<file path="src/rtl/ps2_host_tx.sv">
// ps2_host_tx: host-to-device PS/2 transmitter.
// Serialises one command byte onto the open-drain PS2_CLK/PS2_DAT pair using
// the host request-to-send sequence, then checks the device ACK bit. The lines
// are only ever pulled low; the enclosing level owns the actual tristates.
module ps2_host_tx #(
   parameter int unsigned INHIBIT_CYCLES = 6000,    // clock held low for request (120 us)
   parameter int unsigned START_TIMEOUT  = 750000,  // release -> first device falling edge (15 ms)
   parameter int unsigned BIT_TIMEOUT    = 100000   // between device falling edges (2 ms)
) (
   input  logic       CLOCK_50,
   input  logic       resetn,
   input  logic [7:0] send_data,
   input  logic       send_valid,
   output logic       tx_busy,
   output logic       send_done,
   output logic       send_error,
   input  logic       ps2_clk_in,
   input  logic       ps2_dat_in,
   output logic       ps2_clk_pull,
   output logic       ps2_dat_pull
);

   typedef enum logic [2:0] {
      S_IDLE,
      S_INHIBIT,
      S_WAIT_FIRST,
      S_SHIFT,
      S_ACK,
      S_RELEASE,
      S_ERR
   } state_t;

   // dat_pull goes active one cycle before the clock is released, so the start
   // bit is already on the line when the device sees the clock rise.
   localparam logic [19:0] INH_DAT  = 20'(INHIBIT_CYCLES - 2);
   localparam logic [19:0] INH_LAST = 20'(INHIBIT_CYCLES - 1);
   localparam logic [19:0] START_T  = 20'(START_TIMEOUT);
   localparam logic [19:0] BIT_T    = 20'(BIT_TIMEOUT);

   state_t      state_q,     state_d;
   logic [19:0] cnt_q,       cnt_d;
   logic [3:0]  bitcnt_q,    bitcnt_d;
   logic [9:0]  shift_q,     shift_d;
   logic        busy_q,      busy_d;
   logic        done_q,      done_d;
   logic        err_q,       err_d;
   logic        clk_pull_q,  clk_pull_d;
   logic        dat_pull_q,  dat_pull_d;
   logic        clk_meta_q,  clk_meta_d;
   logic        clk_sync_q,  clk_sync_d;
   logic        clk_prev_q,  clk_prev_d;
   logic        dat_meta_q,  dat_meta_d;
   logic        dat_sync_q,  dat_sync_d;
   logic        fe;

   // Two-flop synchroniser per pin plus one history flop on the clock.
   always_comb begin
      clk_meta_d = ps2_clk_in;
      clk_sync_d = clk_meta_q;
      clk_prev_d = clk_sync_q;
      dat_meta_d = ps2_dat_in;
      dat_sync_d = dat_meta_q;
   end

   assign fe = clk_prev_q & ~clk_sync_q;

   // Next-state, datapath and output logic for the request/shift/ACK sequence.
   always_comb begin
      // NOTE: every signal gets a default before the case so no path can leave
      // one unassigned and infer a latch.
      state_d    = state_q;
      cnt_d      = cnt_q + 20'd1;
      bitcnt_d   = bitcnt_q;
      shift_d    = shift_q;
      busy_d     = busy_q;
      done_d     = 1'b0;
      err_d      = 1'b0;
      clk_pull_d = clk_pull_q;
      dat_pull_d = dat_pull_q;

      case (state_q)
         S_IDLE: begin
            // busy_q is still high in the done/error pulse cycle, so a request
            // arriving in that cycle is ignored.
            busy_d = 1'b0;
            cnt_d  = '0;
            if (send_valid && !busy_q) begin
               shift_d    = {1'b1, ~^send_data, send_data};
               bitcnt_d   = '0;
               busy_d     = 1'b1;
               clk_pull_d = 1'b1;
               dat_pull_d = 1'b0;
               state_d    = S_INHIBIT;
            end
         end

         S_INHIBIT: begin
            if (cnt_q >= INH_LAST) begin
               clk_pull_d = 1'b0;
               cnt_d      = '0;
               state_d    = S_WAIT_FIRST;
            end else if (cnt_q >= INH_DAT) begin
               dat_pull_d = 1'b1;
            end
         end

         S_WAIT_FIRST: begin
            if (fe) begin
               dat_pull_d = ~shift_q[0];
               shift_d    = {1'b1, shift_q[9:1]};
               bitcnt_d   = 4'd1;
               cnt_d      = '0;
               state_d    = S_SHIFT;
            end else if (cnt_q >= START_T) begin
               state_d = S_ERR;
            end
         end

         S_SHIFT: begin
            if (fe) begin
               dat_pull_d = ~shift_q[0];
               shift_d    = {1'b1, shift_q[9:1]};
               bitcnt_d   = bitcnt_q + 4'd1;
               cnt_d      = '0;
               if (bitcnt_q == 4'd9) begin
                  // This edge presents the stop bit: the line is released.
                  dat_pull_d = 1'b0;
                  state_d    = S_ACK;
               end
            end else if (cnt_q >= BIT_T) begin
               state_d = S_ERR;
            end
         end

         S_ACK: begin
            if (fe) begin
               bitcnt_d = 4'd11;
               cnt_d    = '0;
               state_d  = dat_sync_q ? S_ERR : S_RELEASE;
            end else if (cnt_q >= BIT_T) begin
               state_d = S_ERR;
            end
         end

         S_RELEASE: begin
            if (clk_sync_q && dat_sync_q) begin
               done_d  = 1'b1;
               cnt_d   = '0;
               state_d = S_IDLE;
            end else if (cnt_q >= BIT_T) begin
               state_d = S_ERR;
            end
         end

         S_ERR: begin
            clk_pull_d = 1'b0;
            dat_pull_d = 1'b0;
            err_d      = 1'b1;
            cnt_d      = '0;
            state_d    = S_IDLE;
         end

         default: begin
            clk_pull_d = 1'b0;
            dat_pull_d = 1'b0;
            cnt_d      = '0;
            state_d    = S_IDLE;
         end
      endcase
   end

   // State register with synchronous reset; reset releases both lines at once.
   always_ff @(posedge CLOCK_50) begin
      // NOTE: state uses non-blocking assignments so every flop samples the
      // values from before the edge, independent of statement order.
      if (!resetn) begin
         state_q    <= S_IDLE;
         cnt_q      <= '0;
         bitcnt_q   <= '0;
         shift_q    <= '0;
         busy_q     <= 1'b0;
         done_q     <= 1'b0;
         err_q      <= 1'b0;
         clk_pull_q <= 1'b0;
         dat_pull_q <= 1'b0;
         // NOTE: the synchroniser resets to the idle (high) line level so
         // leaving reset can never fabricate a falling edge.
         clk_meta_q <= 1'b1;
         clk_sync_q <= 1'b1;
         clk_prev_q <= 1'b1;
         dat_meta_q <= 1'b1;
         dat_sync_q <= 1'b1;
      end else begin
         state_q    <= state_d;
         cnt_q      <= cnt_d;
         bitcnt_q   <= bitcnt_d;
         shift_q    <= shift_d;
         busy_q     <= busy_d;
         done_q     <= done_d;
         err_q      <= err_d;
         clk_pull_q <= clk_pull_d;
         dat_pull_q <= dat_pull_d;
         clk_meta_q <= clk_meta_d;
         clk_sync_q <= clk_sync_d;
         clk_prev_q <= clk_prev_d;
         dat_meta_q <= dat_meta_d;
         dat_sync_q <= dat_sync_d;
      end
   end

   assign tx_busy      = busy_q;
   assign send_done    = done_q;
   assign send_error   = err_q;
   assign ps2_clk_pull = clk_pull_q;
   assign ps2_dat_pull = dat_pull_q;

endmodule

</file>
<file path="config.mk">
export PLATFORM = sky130hd
export DESIGN_NAME = ps2_host_tx
export DESIGN_NICKNAME = d
export VERILOG_FILES = /design/src/rtl/ps2_host_tx.sv
export SDC_FILE = /design/constraint.sdc
export NUM_CORES = 1
export LEC_CHECK = 0
export ABC_AREA = 1
export CAP_MARGIN = 20
export CORE_MARGIN = 2
export CORE_UTILIZATION = 32
export DETAILED_ROUTE_END_ITERATION = 16
export DONT_BUFFER_PORTS = 1
export SYNTH_ARGS = -nofsm -noshare
export SYNTH_HDL_FRONTEND = slang
export SYNTH_SLANG_ARGS = --single-unit
</file>
<file path="constraint.sdc">
create_clock -name CLOCK_50 -period 2.2 [get_ports CLOCK_50]
set_clock_uncertainty 0.15 [all_clocks]
set_input_delay 0.33 -clock CLOCK_50 [delete_from_list [all_inputs] [get_ports CLOCK_50]]
set_output_delay 0.33 -clock CLOCK_50 [all_outputs]
set_load 0.01 [all_outputs]
</file>
## Word-level counts from Yosys, hierarchy flattened

Index checks and enable logic that the tools add are counted.

- Register bits after elaboration: 47
- Input port bits: 13
- Output and inout bits: 5
- Word-level logic and storage cells: 95

- Reductions and logical operators: 17
- Multiplexer cells: 36
- Bitwise logic cells: 5
- Equality and inequality tests: 17
- Order comparisons: 4
- Add/sub/neg operators: 2

Operator list:

| operator | number |
|---|---|
| 2-to-1 mux 20 bit | 3 |
| case mux 20 bit (3 select lines) | 1 |
| >= comparator 20 x 13 -> 1 bit (second input constant) | 2 |
| 2-to-1 mux 3 bit | 9 |
| adder 20 x 1 -> 20 bit (second input constant) | 1 |
| >= comparator 20 x 17 -> 1 bit (second input constant) | 1 |
| >= comparator 20 bit (second input constant) | 1 |
| 2-to-1 mux 10 bit | 2 |
| case mux 10 bit (2 select lines) | 1 |
| case mux 3 bit (6 select lines) | 1 |
| 2-to-1 mux 4 bit | 4 |
| case mux 4 bit (4 select lines) | 1 |
| inequality test 2 bit (second input constant) | 7 |
| 2-to-1 mux 1 bit | 11 |
| equality test 3 bit (second input constant) | 3 |
| XNOR reduction 8 bit | 1 |
| equality test 3 x 2 -> 1 bit (second input constant) | 2 |
| inequality test 3 bit (second input constant) | 2 |
| AND reduction 3 bit | 2 |
| AND reduction 6 bit | 1 |
| case mux 1 bit (5 select lines) | 1 |
| AND reduction 5 bit | 1 |
| adder 4 x 1 -> 4 bit (second input constant) | 1 |
| equality test 4 bit (second input constant) | 1 |
| other kinds (16) | 21 |

## Logic depth before layout (Yosys ltp)

- Word-level depth: 4
- Gate-level depth with buffers: 11
- Depth with buffers taken out: 11

## Worst setup path after synthesis

Ideal clock, no wire load.

- Path kind: register to register
- Start: register cnt_q[1]
- End: register cnt_q[18]
- Data required time: 1,934 ps
- Stages on the path, launching flop included: 10
- Buffers on the path: 0
- Clock period less this slack: 1,633 ps
- Arrival: 1,367 ps
- Slack: 567 ps
- Cells stage by stage: dfxtp_1 > ha_1 > nand3_1 > nor2_4 > nand2_2 > clkinv_2 > nand3_2 > nor2_1 > xor2_1 > nor2_1

- Longest elaborated chain between the ends: 3
- Elaborated cells between the ends (all ways): 6
- Those cells by class: 1 x add/sub; 1 x order compare; 4 x mux

Ends and longest elaborated chain:

| element | RTL line | RTL |
|---|---|---|
| from (decl) | 41 | `logic [19:0] cnt_q, cnt_d;` |
| from (signal assigned) | 195 | `cnt_q <= cnt_d;` |
| adder 20 x 1 -> 20 bit / >= comparator 20 x 13 -> 1 bit (equally long branches) | 72, 98 |  |
| 2-to-1 mux 20 bit, on equally long branches | n/a |  |
| case mux 20 bit (3 select lines) (*) | 81 | `case (state_q)` |

Every way passes the cells marked *; elsewhere a longest branch is shown, timed or not.
A chain may end at the register's enable or synchronous reset.

## Worst setup path in the final report

- Start: register cnt_q[1]
- End: register cnt_q[13]

The elaborated chain is that of the path after synthesis.

==> flow_metrics.env <==
export IMPL_synth_nets=387
export IMPL_core_um2=8130
export IMPL_worstPathRequired_ps=2250
export IMPL_post_dp_cell_area_um2=2750
export IMPL_power_leakage_nw=1.17
export IMPL_yosys_warnings=0
export IMPL_grt_pass1_vias=2210
export IMPL_drtIter0Drc=128
export IMPL_die_x_um=95.1
export IMPL_grt_max_degree=21
export IMPL_cp_end_kind="flop"
export IMPL_async_reset_ff_share_pct=0
export IMPL_synth_top_cell_by_area="dfxtp_1"
export IMPL_relSlewSlack_pct=70.9
export IMPL_ys_ff_latch=47
export IMPL_period_minus_slack_ps=1890
export IMPL_fmaxAchievable_ghz=0.529
export IMPL_drc=0
export IMPL_grt_pass1_wl_um=9780
export IMPL_tightestPinTransition_ps=435
export IMPL_worstPathArrival_ps=1940
export IMPL_drt_pass1_iterations=4
export IMPL_crit_slowest_cell="dfxtp_1"
export IMPL_layout_nets=393
export IMPL_syn_inst=370
export IMPL_p_sw_mw=0.986
export IMPL_sw_frac_of_total_pct=37.5
export IMPL_synth_cell_types=37
export IMPL_synth_edff_count=0
export IMPL_sequentialPowerShare_pct=42.5
export IMPL_track_usage_pct=13.6
export IMPL_met1_usage_pct=17.3
export IMPL_wl_per_cell_um=11.7
export IMPL_clk_pin_slew_ps=100
export IMPL_powerDensity_nw_per_um2=904
export IMPL_cap_violations=0
export IMPL_cp_start_kind="flop"
export IMPL_clock_latency_ps=300
export IMPL_fin_hold_ws_ps=13.6
export IMPL_outcome="finished, final reports clean"
export IMPL_synth_top_cell_area_share_pct=35.4
export IMPL_cts_sinks=47
export IMPL_grtUsageMet2_pct=23.7
export IMPL_critical_path_startpoint="cnt_q[1]$_SDFF_PN0_"
export IMPL_use_met3_pct=2.37
export IMPL_p_comb_share_pct=32.6
export IMPL_start_util_pct=32.6
export IMPL_setup_viol=0
export IMPL_viasPerCell=4.69
export IMPL_cts_tree="done"
export IMPL_die_y_um=95.1
export IMPL_avgSynthCellArea_um2=7.18
export IMPL_cts_buffers_inserted=5
export IMPL_antenna_found_initial=0
export IMPL_hold_viol_final=0
export IMPL_seq_area_um2=941
export IMPL_gp_congestion=0.845
export IMPL_crit_chain="ha_1, nand3_1, inv_1, nand3_2, nand3_2, nand3_1, nand2_1, buf_4, nor2_1"
export IMPL_cp_max_fo=20
export IMPL_fin_crit_sh_pct=85.9
export IMPL_hold_path_class="in -> reg"
export IMPL_tns_ps=0
export IMPL_htree_levels=2
export IMPL_p_int_mw=1.64
export IMPL_drive_gt1_share_pct=15.4
export IMPL_p_clk_share_pct=24.9
export IMPL_synth_top_cells_by_area="dfxtp_1 (35%), nand2_1 (11%), nor2_1 (6.2%), inv_1 (4.8%), o21ai_0 (4.0%)"
export IMPL_critical_path_class="reg -> reg"
export IMPL_cpPeakStageDelay_ps=400
export IMPL_slew_violations=0
export IMPL_rsz0062_at_grt="false"
export IMPL_area_growth_pct=9.57
export IMPL_dp_slack_ps=312
export IMPL_vias=2260
export IMPL_root_buffer="clkbuf_8"
export IMPL_io_buffers=0
export IMPL_synth_seq_area_share_pct=35.4
export IMPL_reg2reg_from="cnt_q[1]$_SDFF_PN0_"
export IMPL_crit_end="cnt_q[13]$_SDFF_PN0_"
export IMPL_antenna_cells=0
export IMPL_detail_route_antenna_nets=0
export IMPL_syn_cell_area_um2=2660
export IMPL_die_area_um2=9040
export IMPL_stdcell_area_um2=2910
export IMPL_ios=18
export IMPL_cts_resized_gates=0
export IMPL_rrSetupSlack_ps=310
export IMPL_n_fill_cell=854
export IMPL_routed_wl_um=5620
export IMPL_grt_ovfl_total=0
export IMPL_core_rowCount=33
export IMPL_peakVddDrop_uv=524
export IMPL_cts_buffer_depth=2
export IMPL_multi_input_area_um2=1490
export IMPL_yosys_most_used_dff="dfxtp_1"
export IMPL_fin_ws_ps=310
export IMPL_hpwl_um=4170
export IMPL_busiest_layer="met2"
export IMPL_reg2regPathDepth=9
export IMPL_rr_endpoint="cnt_q[13]$_SDFF_PN0_"
==> final cells by class <==
type / count / share of cell area (%)
clock buffer: 5 / 2.37
multi-input combinational: 270 / 51.2
tap: 105 / 4.52
clock inverter: 3 / 1.59
sequential: 47 / 32.3
timing repair buffer: 7 / 2.15
inverter: 45 / 5.85
==> timing repair <==
action / in CTS / in global routing
hold buffers: 4 / 0
buffers inserted: 0 / 0
endpoints found under the setup margin: 0 / 0
endpoints found under the hold margin: 9 / 0
==> synth_stat cells (2+ instances only) <==
cell      instances
inv_2            10
xor2_1           10
o21ai_1           5
nand3_1          15
nor2_2            8
nand3_2           6
nor2_4            4
nor3_1            8
nand2_1          80
o21ai_0          21
clkbuf_1          2
nor2_1           44
a31oi_1          11
buf_2             2
nand2_2           4
inv_1            34
dfxtp_1          47
xnor2_1           8
nand4_1           3
o211ai_1          2
buf_6             2
a21oi_1          18
buf_4             2
ha_1              4
nor3_2            5
or2_2             4
==> cell usage in the layout, fill, tap and decap left out, drive strengths merged, types with 5 or more instances in the layout <==
| master | count |
|---|---|
| xnor2 | 8 |
| o21ai | 26 |
| clkbuf | 5 |
| dfxtp | 47 |
| nor3 | 13 |
| xor2 | 10 |
| a21oi | 18 |
| inv | 45 |
| nand3 | 22 |
| nor2 | 57 |
| nand2 | 85 |
| a31oi | 11 |
==> worst min-delay path by stage <==
stage | startpoint | to | slack, ps | cells after the start
floorplan | clk_meta_q$_SDFF_PN1_ | clk_prev_d$_SDFF_PN1_ | 240 | 1
global placement | clk_meta_q$_SDFF_PN1_ | clk_prev_d$_SDFF_PN1_ | 250 | 1
detailed placement | dat_meta_q$_SDFF_PN1_ | dat_sync_q$_SDFF_PN1_ | 250 | 1
CTS | resetn | shift_q[1]$_SDFFE_PN0P_ | 3 | 2
global route | send_data[5] | shift_q[5]$_SDFFE_PN0P_ | 20 | 2
finish | resetn | shift_q[1]$_SDFFE_PN0P_ | 10 | 2
==> critical path: cells and delay by family, from the launching register on <==
kind / cells / cell delay (ps)
simple gates: 6 / 610
buf+inv: 2 / 420
flops: 1 / 400
fa+ha+maj: 1 / 210
==> power by group through the flow <==
stage | clock network, mW | logic [mW] | registers (mW)
final | 0.655 | 0.857 | 1.12
after floorplan | 0 | 0.742 | 1.10
after CTS | 0.679 | 0.858 | 1.12
after detailed placement | 0 | 0.849 | 1.13
after global placement | 0 | 0.842 | 1.13
after global routing | 0.711 | 0.995 | 1.14
==> per-layer routing <==
metal,part of all wire (%),routed length [um]
met1,50,2820
met2,46,2570
met3,2.9,163
met4,1.2,68
met5,0,0
==> flip-flops by register name (all words and copies together), names as in the netlist <==
register      flops
cnt_q            20
shift_q          10
bitcnt_q          4
state_q           3
clk_meta_q        1
clk_prev_d        1
clk_prev_q        1
dat_meta_q        1
dat_sync_q        1
ps2_clk_pull      1
ps2_dat_pull      1
send_done         1
send_error        1
tx_busy           1
==> through the flow <==
| stage | std cells | util (%) | total power [mW] |
|---|---|---|---|
| after global routing | 482 | 35.8 | 2.84 |
| after CTS | 482 | 35.8 | 2.65 |
| after detailed placement | 470 | 33.9 | 1.98 |
| after floorplan | 370 | - | 1.84 |
| final | 482 | 35.8 | 2.63 |
| after global placement | 470 | 33.9 | 1.97 |
==> cell families (layout without fill, tap and decap cells) <==
logic type,count (synthesis),count (layout),share of synthesized area (%)
AND/OR/NAND/NOR,187,187,35.3
buffers and inverters,53,60,8.48
XOR/XNOR,18,18,5.94
flip-flops,47,47,35.4
AO/OA/AOI/OAI,61,61,12.9
adder cells (fa/ha/maj),4,4,1.89
Note: power is estimated with default switching activity, not from simulation.
